$ cat config.mk
export PLATFORM = sky130hd
export DESIGN_NAME = nvram_sync_sequencer_flat
export DESIGN_NICKNAME = d
export VERILOG_FILES = /design/src/rtl/nvram_sync_sequencer_if.sv /design/src/rtl/nvram_sync_sequencer.sv /design/src/flat_wrapper.sv
export SDC_FILE = /design/constraint.sdc
export NUM_CORES = 1
export LEC_CHECK = 0
export ABC_AREA = 0
export CAP_MARGIN = 15
export CELL_PAD_IN_SITES_DETAIL_PLACEMENT = 1
export CELL_PAD_IN_SITES_GLOBAL_PLACEMENT = 1
export CORE_ASPECT_RATIO = 1.25
export CORE_UTILIZATION = 31
export DETAILED_ROUTE_END_ITERATION = 10
export PLACE_DENSITY = 0.67
export SKIP_LAST_GASP = 1
export SYNTH_ARGS = -nofsm -noshare
export SYNTH_HDL_FRONTEND = slang
export SYNTH_SLANG_ARGS = --single-unit
$ cat constraint.sdc
create_clock -name clk -period 4.62 [get_ports clk]
set_clock_uncertainty 0.2 [all_clocks]
set_input_delay 0.924 -clock clk [delete_from_list [all_inputs] [get_ports clk]]
set_output_delay 0.924 -clock clk [all_outputs]
set_load 0.005 [all_outputs]
$ cat src/rtl/nvram_sync_sequencer_if.sv
// Port-B side bundle of the NVRAM sync sequencer: HPS command pulses, restore/backup
// byte streams, NVRAM port B and CPU access/status lines.
interface nvram_sync_sequencer_if #(
    parameter int unsigned ADDR_W = 13
);
    logic              restore_start;
    logic              restore_skip;
    logic              backup_start;
    logic              rst_valid;
    logic [7:0]        rst_data;
    logic              rst_ready;
    logic              bk_valid;
    logic [7:0]        bk_data;
    logic              bk_ready;
    logic [ADDR_W-1:0] nv_adr;
    logic [7:0]        nv_wdata;
    logic              nv_we;
    logic [7:0]        nv_rdata;
    logic              cpu_changed;
    logic              allow_cpu_access;
    logic              dirty;
    logic              autosave_req;
    logic              busy;
    logic              done;

    modport master (
        input  restore_start, restore_skip, backup_start,
        input  rst_valid, rst_data, bk_ready, nv_rdata, cpu_changed,
        output rst_ready, bk_valid, bk_data, nv_adr, nv_wdata, nv_we,
        output allow_cpu_access, dirty, autosave_req, busy, done
    );

    modport slave (
        output restore_start, restore_skip, backup_start,
        output rst_valid, rst_data, bk_ready, nv_rdata, cpu_changed,
        input  rst_ready, bk_valid, bk_data, nv_adr, nv_wdata, nv_we,
        input  allow_cpu_access, dirty, autosave_req, busy, done
    );
endinterface

$ cat src/rtl/nvram_sync_sequencer.sv
// Owns NVRAM port B: streams HPS restore images in and backups out, gates CPU access,
// tracks CPU-side dirtiness and raises an autosave request once writes have settled.
module nvram_sync_sequencer #(
    parameter int unsigned ADDR_W         = 13,
    parameter int unsigned AUTOSAVE_DELAY = 30_000_000
) (
    input  logic                   clk,
    input  logic                   reset_n,
    nvram_sync_sequencer_if.master bus
);
    localparam int unsigned       TMR_W    = $clog2(AUTOSAVE_DELAY + 1);
    localparam logic [ADDR_W-1:0] LAST_ADR = '1;
    localparam logic [TMR_W-1:0]  TMR_LOAD = TMR_W'(AUTOSAVE_DELAY);

    typedef enum logic [2:0] {
        S_IDLE, S_RESTORE, S_BK_ADDR, S_BK_LAT, S_BK_OUT, S_FINISH
    } state_t;

    state_t            r_state, w_state_nxt;
    logic [ADDR_W-1:0] r_nv_adr;
    logic [7:0]        r_bk_data;
    logic              r_bk_valid, r_rst_ready, r_allow, r_dirty;
    logic              r_autosave_req, r_busy, r_done;
    logic [TMR_W-1:0]  r_tmr;

    logic w_restore_go, w_skip_go, w_backup_go, w_wr_byte;
    logic w_bk_load, w_bk_take, w_adr_inc, w_adr_clr;
    logic w_tmr_run, w_autosave_set;

    always_ff @(posedge clk or negedge reset_n) begin
        if (!reset_n) r_state <= S_IDLE;
        else          r_state <= w_state_nxt;
    end

    // Next state plus per-cycle strobes; commands are only honoured in IDLE.
    always_comb begin
        w_state_nxt  = r_state;
        w_restore_go = 1'b0;
        w_skip_go    = 1'b0;
        w_backup_go  = 1'b0;
        w_wr_byte    = 1'b0;
        w_bk_load    = 1'b0;
        w_bk_take    = 1'b0;
        w_adr_inc    = 1'b0;
        w_adr_clr    = 1'b0;
        case (r_state)
            S_IDLE: begin
                if (bus.restore_start) begin
                    w_restore_go = 1'b1;
                    w_state_nxt  = S_RESTORE;
                end else if (bus.restore_skip) begin
                    w_skip_go = 1'b1;
                end else if (bus.backup_start) begin
                    w_backup_go = 1'b1;
                    w_state_nxt = S_BK_ADDR;
                end
            end
            S_RESTORE: begin
                if (bus.rst_valid) begin
                    w_wr_byte = 1'b1;
                    if (r_nv_adr == LAST_ADR) w_state_nxt = S_FINISH;
                    else                      w_adr_inc   = 1'b1;
                end
            end
            S_BK_ADDR: w_state_nxt = S_BK_LAT;
            S_BK_LAT: begin
                w_bk_load   = 1'b1;
                w_state_nxt = S_BK_OUT;
            end
            S_BK_OUT: begin
                if (r_bk_valid && bus.bk_ready) begin
                    w_bk_take = 1'b1;
                    if (r_nv_adr == LAST_ADR) begin
                        w_state_nxt = S_FINISH;
                    end else begin
                        w_adr_inc   = 1'b1;
                        w_state_nxt = S_BK_ADDR;
                    end
                end
            end
            S_FINISH: begin
                w_adr_clr   = 1'b1;
                w_state_nxt = S_IDLE;
            end
            default: w_state_nxt = S_IDLE;
        endcase
    end

    // Quiet-time countdown only runs while idle with unsaved CPU writes.
    assign w_tmr_run      = r_dirty && (r_state == S_IDLE) && (r_tmr != '0);
    assign w_autosave_set = r_dirty && (r_state == S_IDLE) && !bus.cpu_changed
                            && (r_tmr <= TMR_W'(1));

    always_ff @(posedge clk or negedge reset_n) begin
        if (!reset_n) begin
            r_nv_adr       <= '0;
            r_bk_data      <= '0;
            r_bk_valid     <= 1'b0;
            r_rst_ready    <= 1'b0;
            r_allow        <= 1'b0;
            r_dirty        <= 1'b0;
            r_autosave_req <= 1'b0;
            r_busy         <= 1'b0;
            r_done         <= 1'b0;
            r_tmr          <= '0;
        end else begin
            if (w_restore_go || w_backup_go || w_adr_clr) r_nv_adr <= '0;
            else if (w_adr_inc)                           r_nv_adr <= r_nv_adr + 1'b1;

            if (w_bk_load) begin
                r_bk_data  <= bus.nv_rdata;
                r_bk_valid <= 1'b1;
            end else if (w_bk_take) begin
                r_bk_valid <= 1'b0;
            end

            r_rst_ready <= (w_state_nxt == S_RESTORE);
            r_busy      <= (w_state_nxt != S_IDLE);
            r_done      <= w_skip_go || (w_state_nxt == S_FINISH);

            if (w_restore_go || w_backup_go)            r_allow <= 1'b0;
            else if (w_skip_go || r_state == S_FINISH) r_allow <= 1'b1;

            // A CPU write outside FINISH always marks dirty, even on the backup_start cycle.
            if (r_state == S_FINISH)                     r_dirty <= 1'b0;
            else if (bus.cpu_changed)                    r_dirty <= 1'b1;
            else if (w_backup_go)                        r_dirty <= 1'b0;

            if (bus.cpu_changed) r_tmr <= TMR_LOAD;
            else if (w_tmr_run)  r_tmr <= r_tmr - 1'b1;

            if (w_backup_go)         r_autosave_req <= 1'b0;
            else if (w_autosave_set) r_autosave_req <= 1'b1;
        end
    end

    assign bus.nv_we            = w_wr_byte;
    assign bus.nv_wdata         = w_wr_byte ? bus.rst_data : 8'h00;
    assign bus.nv_adr           = r_nv_adr;
    assign bus.rst_ready        = r_rst_ready;
    assign bus.bk_valid         = r_bk_valid;
    assign bus.bk_data          = r_bk_data;
    assign bus.allow_cpu_access = r_allow;
    assign bus.dirty            = r_dirty;
    assign bus.autosave_req     = r_autosave_req;
    assign bus.busy             = r_busy;
    assign bus.done             = r_done;
endmodule

$ cat src/flat_wrapper.sv
// flat-port wrapper written by rule: the top's interface ports become plain ports
module nvram_sync_sequencer_flat 
#(
    parameter int unsigned ADDR_W         = 13,
    parameter int unsigned AUTOSAVE_DELAY = 30_000_000
)
  (clk, reset_n, bus_restore_start, bus_restore_skip, bus_backup_start, bus_rst_valid, bus_rst_data, bus_bk_ready, bus_nv_rdata, bus_cpu_changed, bus_rst_ready, bus_bk_valid, bus_bk_data, bus_nv_adr, bus_nv_wdata, bus_nv_we, bus_allow_cpu_access, bus_dirty, bus_autosave_req, bus_busy, bus_done);
  nvram_sync_sequencer_if #(.ADDR_W(ADDR_W)) bus_i ();
  input  logic clk;
  input  logic reset_n;
  input wire logic [$bits(bus_i.restore_start)-1:0] bus_restore_start;
  input wire logic [$bits(bus_i.restore_skip)-1:0] bus_restore_skip;
  input wire logic [$bits(bus_i.backup_start)-1:0] bus_backup_start;
  input wire logic [$bits(bus_i.rst_valid)-1:0] bus_rst_valid;
  input wire logic [$bits(bus_i.rst_data)-1:0] bus_rst_data;
  input wire logic [$bits(bus_i.bk_ready)-1:0] bus_bk_ready;
  input wire logic [$bits(bus_i.nv_rdata)-1:0] bus_nv_rdata;
  input wire logic [$bits(bus_i.cpu_changed)-1:0] bus_cpu_changed;
  output wire logic [$bits(bus_i.rst_ready)-1:0] bus_rst_ready;
  output wire logic [$bits(bus_i.bk_valid)-1:0] bus_bk_valid;
  output wire logic [$bits(bus_i.bk_data)-1:0] bus_bk_data;
  output wire logic [$bits(bus_i.nv_adr)-1:0] bus_nv_adr;
  output wire logic [$bits(bus_i.nv_wdata)-1:0] bus_nv_wdata;
  output wire logic [$bits(bus_i.nv_we)-1:0] bus_nv_we;
  output wire logic [$bits(bus_i.allow_cpu_access)-1:0] bus_allow_cpu_access;
  output wire logic [$bits(bus_i.dirty)-1:0] bus_dirty;
  output wire logic [$bits(bus_i.autosave_req)-1:0] bus_autosave_req;
  output wire logic [$bits(bus_i.busy)-1:0] bus_busy;
  output wire logic [$bits(bus_i.done)-1:0] bus_done;
  assign bus_i.restore_start = bus_restore_start;
  assign bus_i.restore_skip = bus_restore_skip;
  assign bus_i.backup_start = bus_backup_start;
  assign bus_i.rst_valid = bus_rst_valid;
  assign bus_i.rst_data = bus_rst_data;
  assign bus_i.bk_ready = bus_bk_ready;
  assign bus_i.nv_rdata = bus_nv_rdata;
  assign bus_i.cpu_changed = bus_cpu_changed;
  assign bus_rst_ready = bus_i.rst_ready;
  assign bus_bk_valid = bus_i.bk_valid;
  assign bus_bk_data = bus_i.bk_data;
  assign bus_nv_adr = bus_i.nv_adr;
  assign bus_nv_wdata = bus_i.nv_wdata;
  assign bus_nv_we = bus_i.nv_we;
  assign bus_allow_cpu_access = bus_i.allow_cpu_access;
  assign bus_dirty = bus_i.dirty;
  assign bus_autosave_req = bus_i.autosave_req;
  assign bus_busy = bus_i.busy;
  assign bus_done = bus_i.done;
  nvram_sync_sequencer #(.ADDR_W(ADDR_W), .AUTOSAVE_DELAY(AUTOSAVE_DELAY)) u_core (.clk(clk), .reset_n(reset_n), .bus(bus_i));
endmodule
**Word-level counts from Yosys, hierarchy flattened**

Cells that the tools add are included.
Widths: inputs -> output; s select.

- Bits of input ports: 24
- Word-level logic and storage cells: 82
- Output and inout port bits: 37
- Flip-flop bits (word level): 56

- $lt $le $gt $ge: 1
- Add/subtract/negate cells: 2
- Eq/ne operators: 8
- Mux-type cells: 41
- Reduce and logical (&&, ||, !) cells: 19

Operators by type and width:

| operator | number |
|---|---|
| $mux 25 | 2 |
| $mux 1 | 27 |
| $mux 13 | 2 |
| $le 25x1->1 const B | 1 |
| $reduce_bool 25->1 | 1 |
| $sub 25x1->25 const B | 1 |
| $mux 3 | 7 |
| $pmux 3 s5 | 1 |
| $add 13x1->13 const B | 1 |
| $eq 13x13->1 const B | 1 |
| $reduce_bool 2->1 | 5 |
| $eq 3x3->1 const B | 3 |
| $mux 8 | 1 |
| $eq 3x1->1 const B | 2 |
| $eq 3x2->1 const B | 2 |
| $reduce_bool 3->1 | 2 |
| $logic_and 1x1->1 | 5 |
| $logic_or 1x1->1 | 4 |
| $logic_not 3->1 | 1 |
| $pmux 1 s2 | 1 |
| $logic_not 1->1 | 1 |

**Longest topological paths before layout**

Gate-level depths: netlist of the first run.

- Depth in word-level cells: 7
- Gate-level depth with buffers: 8
- Gate-level depth less buffers: 7

**Worst setup path before layout of the first run**

OpenSTA, ideal clock, no wires.

- Path kind: input -> output
- Start point: input port bus_rst_valid
- End point: output port bus_nv_wdata[0]
- Buffers on the path: 0
- Slack: 1995 ps
- Stages: 3
- Required time: 3496 ps
- Data arrival time: 1501 ps
- Cells stage by stage: nand3b_1 -> nor2_1 -> and2_1

- Word-level cells in the longest chain between the ends: 3

Ends and longest elaborated chain:

| element | line | RTL |
|---|---|---|
| start: declaration | flat_wrapper.sv:14 | `input wire logic [$bits(bus_i.rst_valid)-1:0] bus_rst_valid;` |
| $mux 1 | nvram_sync_sequencer.sv:59 | `if (bus.rst_valid) begin` |
| $mux 1 | nvram_sync_sequencer.sv:46 | `case (r_state)` |
| named net bus_nv_we | flat_wrapper.sv:24 | `output wire logic [$bits(bus_i.nv_we)-1:0] bus_nv_we;` |
| $mux 8 | nvram_sync_sequencer.sv:138 | `assign bus.nv_wdata = w_wr_byte ? bus.rst_data : 8'h00;` |
| end: declaration | flat_wrapper.sv:23 | `output wire logic [$bits(bus_i.nv_wdata)-1:0] bus_nv_wdata;` |

The timed path passes the listed nets, and every way through them passes these cells.

**Worst setup path after layout of the first run**

- Start point: input port bus_rst_valid
- End point: output port bus_nv_wdata[1]

- Word-level cells in the longest chain between the ends: 3

Ends and longest elaborated chain:

| element | line |
|---|---|
| $mux 1 | nvram_sync_sequencer.sv:59 |
| $mux 1 | nvram_sync_sequencer.sv:46 |
| $mux 8 | nvram_sync_sequencer.sv:138 |

No other way between the ends.

==> results of run 1 <==
-- flip-flops by register name, summed over array words and instances, names as in the netlist --
| signal | flops |
|---|---|
| u_core.bus.busy | 1 |
| u_core.r_tmr | 25 |
| u_core.bus.bk_data | 8 |
| u_core.bus.allow_cpu_access | 1 |
| u_core.bus.bk_valid | 1 |
| u_core.bus.done | 1 |
| u_core.r_state | 3 |
| u_core.bus.dirty | 1 |
| u_core.bus.nv_adr | 13 |
| u_core.bus.rst_ready | 1 |
| u_core.bus.autosave_req | 1 |
-- final cells by class --
cell class | count | area [um^2]
sequential | 56 | 1400
multi-input combinational | 230 | 1510
clock buffer | 5 | 125
inverter | 6 | 22.5
clock inverter | 3 | 25.0
tap | 123 | 154
fill | 1066 | 5390
timing repair buffer | 66 | 641
-- power by group --
group          internal, W  total (W)  switching (W)
clock network     0.000205   0.000398       0.000192
logic             0.000188   0.000286      0.0000979
registers         0.000555   0.000616      0.0000612
-- worst max path at each step --
stage / start / end
finish: bus_rst_valid / bus_nv_wdata[1]
global route: bus_rst_valid / bus_nv_wdata[4]
CTS: bus_rst_valid / bus_nv_wdata[1]
detailed placement: bus_rst_valid / bus_nv_wdata[2]
global placement: bus_rst_valid / bus_nv_wdata[1]
floorplan: bus_rst_valid / bus_nv_wdata[0]
-- per-layer routing --
layer	wire length (um)	up-vias
met1	3500	1248
met5	0	-
met4	111	0
met2	3930	46
met3	274	8
li1	-	1214
-- cell usage after synthesis (2+ instances only) --
cell,n,area share [%]
dfrtp_1,56,47
nor2_1,43,5.4
xor2_1,20,5.8
a21oi_1,14,2.3
nand3_1,12,2.0
and2_1,10,2.1
nand2b_1,10,2.1
nand4_1,10,2.1
nor4_1,10,2.1
clkbuf_1,9,1.1
nand2_1,9,1.1
o21ai_0,9,1.5
mux2_2,8,3.0
xnor2_1,7,2.0
inv_1,6,0.75
nand3b_1,5,1.2
nor3_1,4,0.67
or3_1,4,0.83
a2111oi_0,3,0.87
a211oi_1,3,0.75
and3_1,3,0.62
ha_1,3,1.2
mux2i_1,3,1.0
nand4b_1,3,0.87
nor2b_1,3,0.62
o31ai_1,3,0.75
or2_2,3,0.62
or4_4,3,1.1
a31oi_1,2,0.42
and4_1,2,0.58
o21ai_1,2,0.33
or4_1,2,0.50
-- through the flow --
stage               util (%)  total power, W  cell area (um^2)  setup WS (ns)  cells
finish                  41.8         0.00130              3880          0.899    489
global route            41.8         0.00137              3880          0.755    489
CTS                     41.8         0.00132              3880          0.878    489
detailed placement      40.2        0.000916              3730          0.901    481
global placement        40.2        0.000906              3730          0.952    481
floorplan                  -        0.000710              3010           1.99    305
-- cells by family after synthesis --
kind of cell / after synthesis
flip-flops: 56
AO/OA/AOI/OAI: 47
XOR/XNOR: 27
multiplexers: 11
buffers and inverters: 19
adder cells (fa/ha/maj): 3
AND/OR/NAND/NOR: 142
==> impl_metrics.tcl, run 1 <==
set metrics [dict create \
    synth-main-ff-cell "dfrtp_1" \
    post-cts-setup-buffers 0 \
    cp_max_fo 9 \
    end_kind "output port" \
    synth_fp_nets 332 \
    synth_edf_count 0 \
    synthDistinctLibCells 53 \
    worstSkewPairLatency_ns 0.30 \
    cts.clk_slew.worst_paths_ns 0.08 \
    syn2layout_area_growth_pct 29.1 \
    finalSetupTns_ns 0 \
    setup_viol 0 \
    drt.antenna.violating_nets 0 \
    gr-usage-met1_pct 20.2 \
    synthesis.area_um2 3010 \
    synthCells 305 \
    synth-seq-area-share_pct 46.6 \
    worstReg2RegEnd "u_core.r_tmr[18]" \
    r2r_setup_slack_ns 1.97 \
    yosysWarnings 0 \
    async_flop_share_pct 100 \
    finalCritPeriodShare_pct 80.6 \
    critPathLaunchType "input pin" \
    pin_count 61 \
    worstHoldPathType "flop to flop" \
    rsz0062_at_grt "no" \
    cts_max_level 2 \
    synth-adder-area-share_pct 1.25 \
    clockRootBuffer "clkbuf_16" \
    antenna_found_initial 0 \
    cts.sinks 56 \
    rr_startpoint "u_core.r_state[2]" \
    outcome "complete, no violations" \
    slew_violations 0 \
    muxShareOfSynthArea_pct 4.00 \
    hold_depth 1 \
    synth-simple-area-share_pct 26.7 \
    cp_slowest_cell "clkdlybuf4s50_1" \
    grt_util_met3_pct 2.98 \
    worstHoldStart "u_core.bus.bk_data[0]" \
    crit_top_cell "clkdlybuf4s50_1" \
    critPathBufInv 2 \
    core_um2 9270 \
    power.density_nw_per_um2 335 \
    grt_use_total_pct 16.4 \
    routed_via_density 5.15 \
    synth-compound-area-share_pct 10.4 \
    crit_required_ns 3.50 \
    p_leak_nw 1.50 \
    vias 2516 \
    ir_worst_vdd_uv 190 \
    max_freq_mhz 269 \
    busiest_layer "met2" \
    min_to "u_core.bus.bk_data[0]" \
    cts_buffers 5 \
    synth-xor-area-share_pct 7.87 \
    start_util_pct 32.4 \
    final_layout_size_suffix_gt1_share_pct 9.84 \
    critPathKind "input pin to output port" \
    nets 392 \
    drt_iter0_markers 89 \
    worstPathArrival_ns 2.60 \
    wl_um 7820 \
    ff2ff_path_depth 5 \
    slew_headroom_pct 38.5 \
    design.die.area_um2 10100 \
    final_common_cell "clkdlybuf4s50_1" \
    n_antenna_cell 0 \
    ys_ff_latch 56 \
    dieHeight_um 112 \
    grt-ovfl-total 0 \
    cts_tree "yes" \
    grt_pass1_wl_um 13500 \
    cp_top_family "buffers and inverters" \
    cts_resized 0 \
    die_w_um 90.1 \
    clockBufferDepth 2 \
    first_pass_iters 4 \
    critical-path-max-stage-delay_ns 0.50 \
    first_global_vias 2757 \
    worst_pin_slew_ns 0.923 \
    grt_max_degree 40 \
    mostFrequentLayoutCells "clkdlybuf4s50_1, dfrtp_1, nor2_1" \
    port_buffers 60 \
    synth_top_family_by_area "simple AND/OR/NAND/NOR gates" \
    rows 39 \
    finalWeightedCongestion 0.777 \
    hold_viol 0 \
    hold_ws_ns 0.311 \
    wire_per_inst_um 16.0 \
    crit_path_cell_trace "clkdlybuf4s50_1 -> nand3b_1 -> nor2_1 -> and2_1 -> clkdlybuf4s50_1" \
    holdBufCountCts 0 \
    cp.depth 5 \
    post-dp-hpwl_um 5630 \
    syn_area_per_cell_um2 9.85 \
    use_met2_pct 29.0 \
    finalCriticalPeriod_ns 3.72 \
    drc 0 \
    cap_violations 0 \
]
Power figures use the tool's default switching activity.
==> inputs of run 2 (changes only) <==
- PLACE_DENSITY: 0.67 -> 0.7
- clock period: 4.62 -> 3 ns (I/O delays scaled with it)
==> run 2 against run 1 <==
Register-to-register slack lost 1.5 ns. Critical path depth grew 1. Routed wire length grew 2.3%. Count of clock-buffer cells in the layout is the same. Final cell count grew 1.6%. Flip-flop and latch count is the same. Critical path type unchanged. Largest power group unchanged. Highest routed layer unchanged.
==> impl_metrics.tcl, run 2 (same netlist as run 1, synthesis figures left out) <==
set metrics [dict create \
    rr_startpoint "u_core.r_tmr[3]" \
    final_layout_size_suffix_gt1_share_pct 11.8 \
    dpl_cell_area_um2 3800 \
    finalSetupTns_ns 0 \
    dp_slack_ns 0.158 \
    design.die.area_um2 10100 \
    finalWeightedCongestion 0.769 \
    power_w 0.00203 \
    worstSkewPairLatency_ns 0.31 \
    cap_violations 0 \
    grt_pass1_wl_um 14100 \
    worstHoldPathType "input pin to asynchronous set/reset pin" \
    largest-register "u_core.r_tmr" \
    cp-startpoint "bus_rst_valid" \
    nets 400 \
    wire_per_inst_um 16.1 \
    core_um2 9270 \
    power.density_nw_per_um2 514 \
    port_buffers 60 \
    holdBufCountCts 0 \
    grt-ovfl-total 0 \
    cp_max_fo 9 \
    cts.sinks 56 \
    critPathLaunchType "input pin" \
    pin_count 61 \
    crit_required_ns 2.20 \
    die_w_um 90.1 \
    worst_slack_ns 0.167 \
    antenna_found_initial 0 \
    drt.antenna.violating_nets 0 \
    cts_resized 0 \
    post-cts-setup-buffers 0 \
    max_freq_mhz 353 \
    cts_tree "yes" \
    start_util_pct 32.4 \
    worstPathArrival_ns 2.03 \
    hold_viol 0 \
    final-seq-area_um2 1400 \
    outcome "complete, no violations" \
    dieHeight_um 112 \
    multi_input_area_um2 1510 \
    rsz0062_at_grt "no" \
    hold_ws_ns 0.0694 \
    cts.clk_slew.worst_paths_ns 0.08 \
    wl_um 8000 \
    worst_pin_slew_ns 0.836 \
    finalCritPeriodShare_pct 94.4 \
    finalCriticalPeriod_ns 2.83 \
    first_global_vias 2854 \
    drc 0 \
    finalInstanceArea_um2 3960 \
    setup_viol 0 \
    grt_max_degree 37 \
    critPathKind "input pin to output port" \
    syn2layout_area_growth_pct 31.6 \
    cts_max_level 2 \
    mostFrequentLayoutCells "clkdlybuf4s50_1, dfrtp_1, nor2_1" \
    end_kind "output port" \
    first_pass_iters 4 \
    drt_iter0_markers 77 \
    p_leak_nw 1.55 \
    largest_reg_flops 25 \
    rows 39 \
    routed_via_density 5.13 \
    post-dp-hpwl_um 5760 \
    cts_buffers 5 \
    n_fill_cell 1066 \
    slew_violations 0 \
    final_common_cell "clkdlybuf4s50_1" \
    vias 2549 \
    n_antenna_cell 0 \
    slew_headroom_pct 43.7 \
    clockRootBuffer "clkbuf_16" \
    clockBufferDepth 2 \
    ir_worst_vdd_uv 497 \
    grt_use_total_pct 17.4 \
]
==> run 2: area by class of cell <==
class | count | area share (%)
Timing Repair Buffer | 74 | 18.0
Clock buffer | 5 | 3.16
Multi-Input combinational cell | 230 | 38.2
Sequential cell | 56 | 35.4
Tap cell | 123 | 3.89
Clock inverter | 3 | 0.728
Inverter | 6 | 0.569
==> run 2: worst paths after layout <==
kind                                         end  slack (ns)  depth (start not counted)
setup / recovery                 bus_nv_wdata[3]        0.17                          6
hold / removal                  u_core.r_tmr[17]        0.07                          1
setup reg to reg                u_core.r_tmr[18]        0.52                          5
hold reg to reg            u_core.bus.bk_data[0]        0.31                          1
max in group asynchronous      u_core.r_state[0]        1.95                          2
min in group clk           u_core.bus.bk_data[0]        0.31                          1
==> run 2: metrics by stage <==
step	cells	util, %
2_1_floorplan	305	-
3_3_place_gp	489	41.0
3_5_place_dp	489	41.0
4_1_cts	497	42.7
5_1_grt	497	42.7
6_report	497	42.7
==> run 2: power breakdown <==
part           switching, W  internal, W  total, W
sequential        0.0000958     0.000854  0.000950
clock              0.000317     0.000323  0.000640
combinational      0.000148     0.000294  0.000442
total              0.000561      0.00147   0.00203
==> run 2: worst max-delay path, stage by stage <==
cell and delay, ns:
clkdlybuf4s50_1 0.46, nand3b_1 0.10, nor2_1 0.11, buf_4 0.14
and2_1 0.13, clkdlybuf4s50_1 0.49
==> run 2: per-layer routing <==
metal | routed length, um | share of wire (%) | GRT usage [%] | up-vias
met4 | 89 | 1.1 | 4.95 | 0
met1 | 3380 | 42 | 20.1 | 1275
met3 | 243 | 3.0 | 3.25 | 5
met5 | 0 | 0 | 0 | -
met2 | 4280 | 54 | 32.5 | 39
li1 | - | - | - | 1230
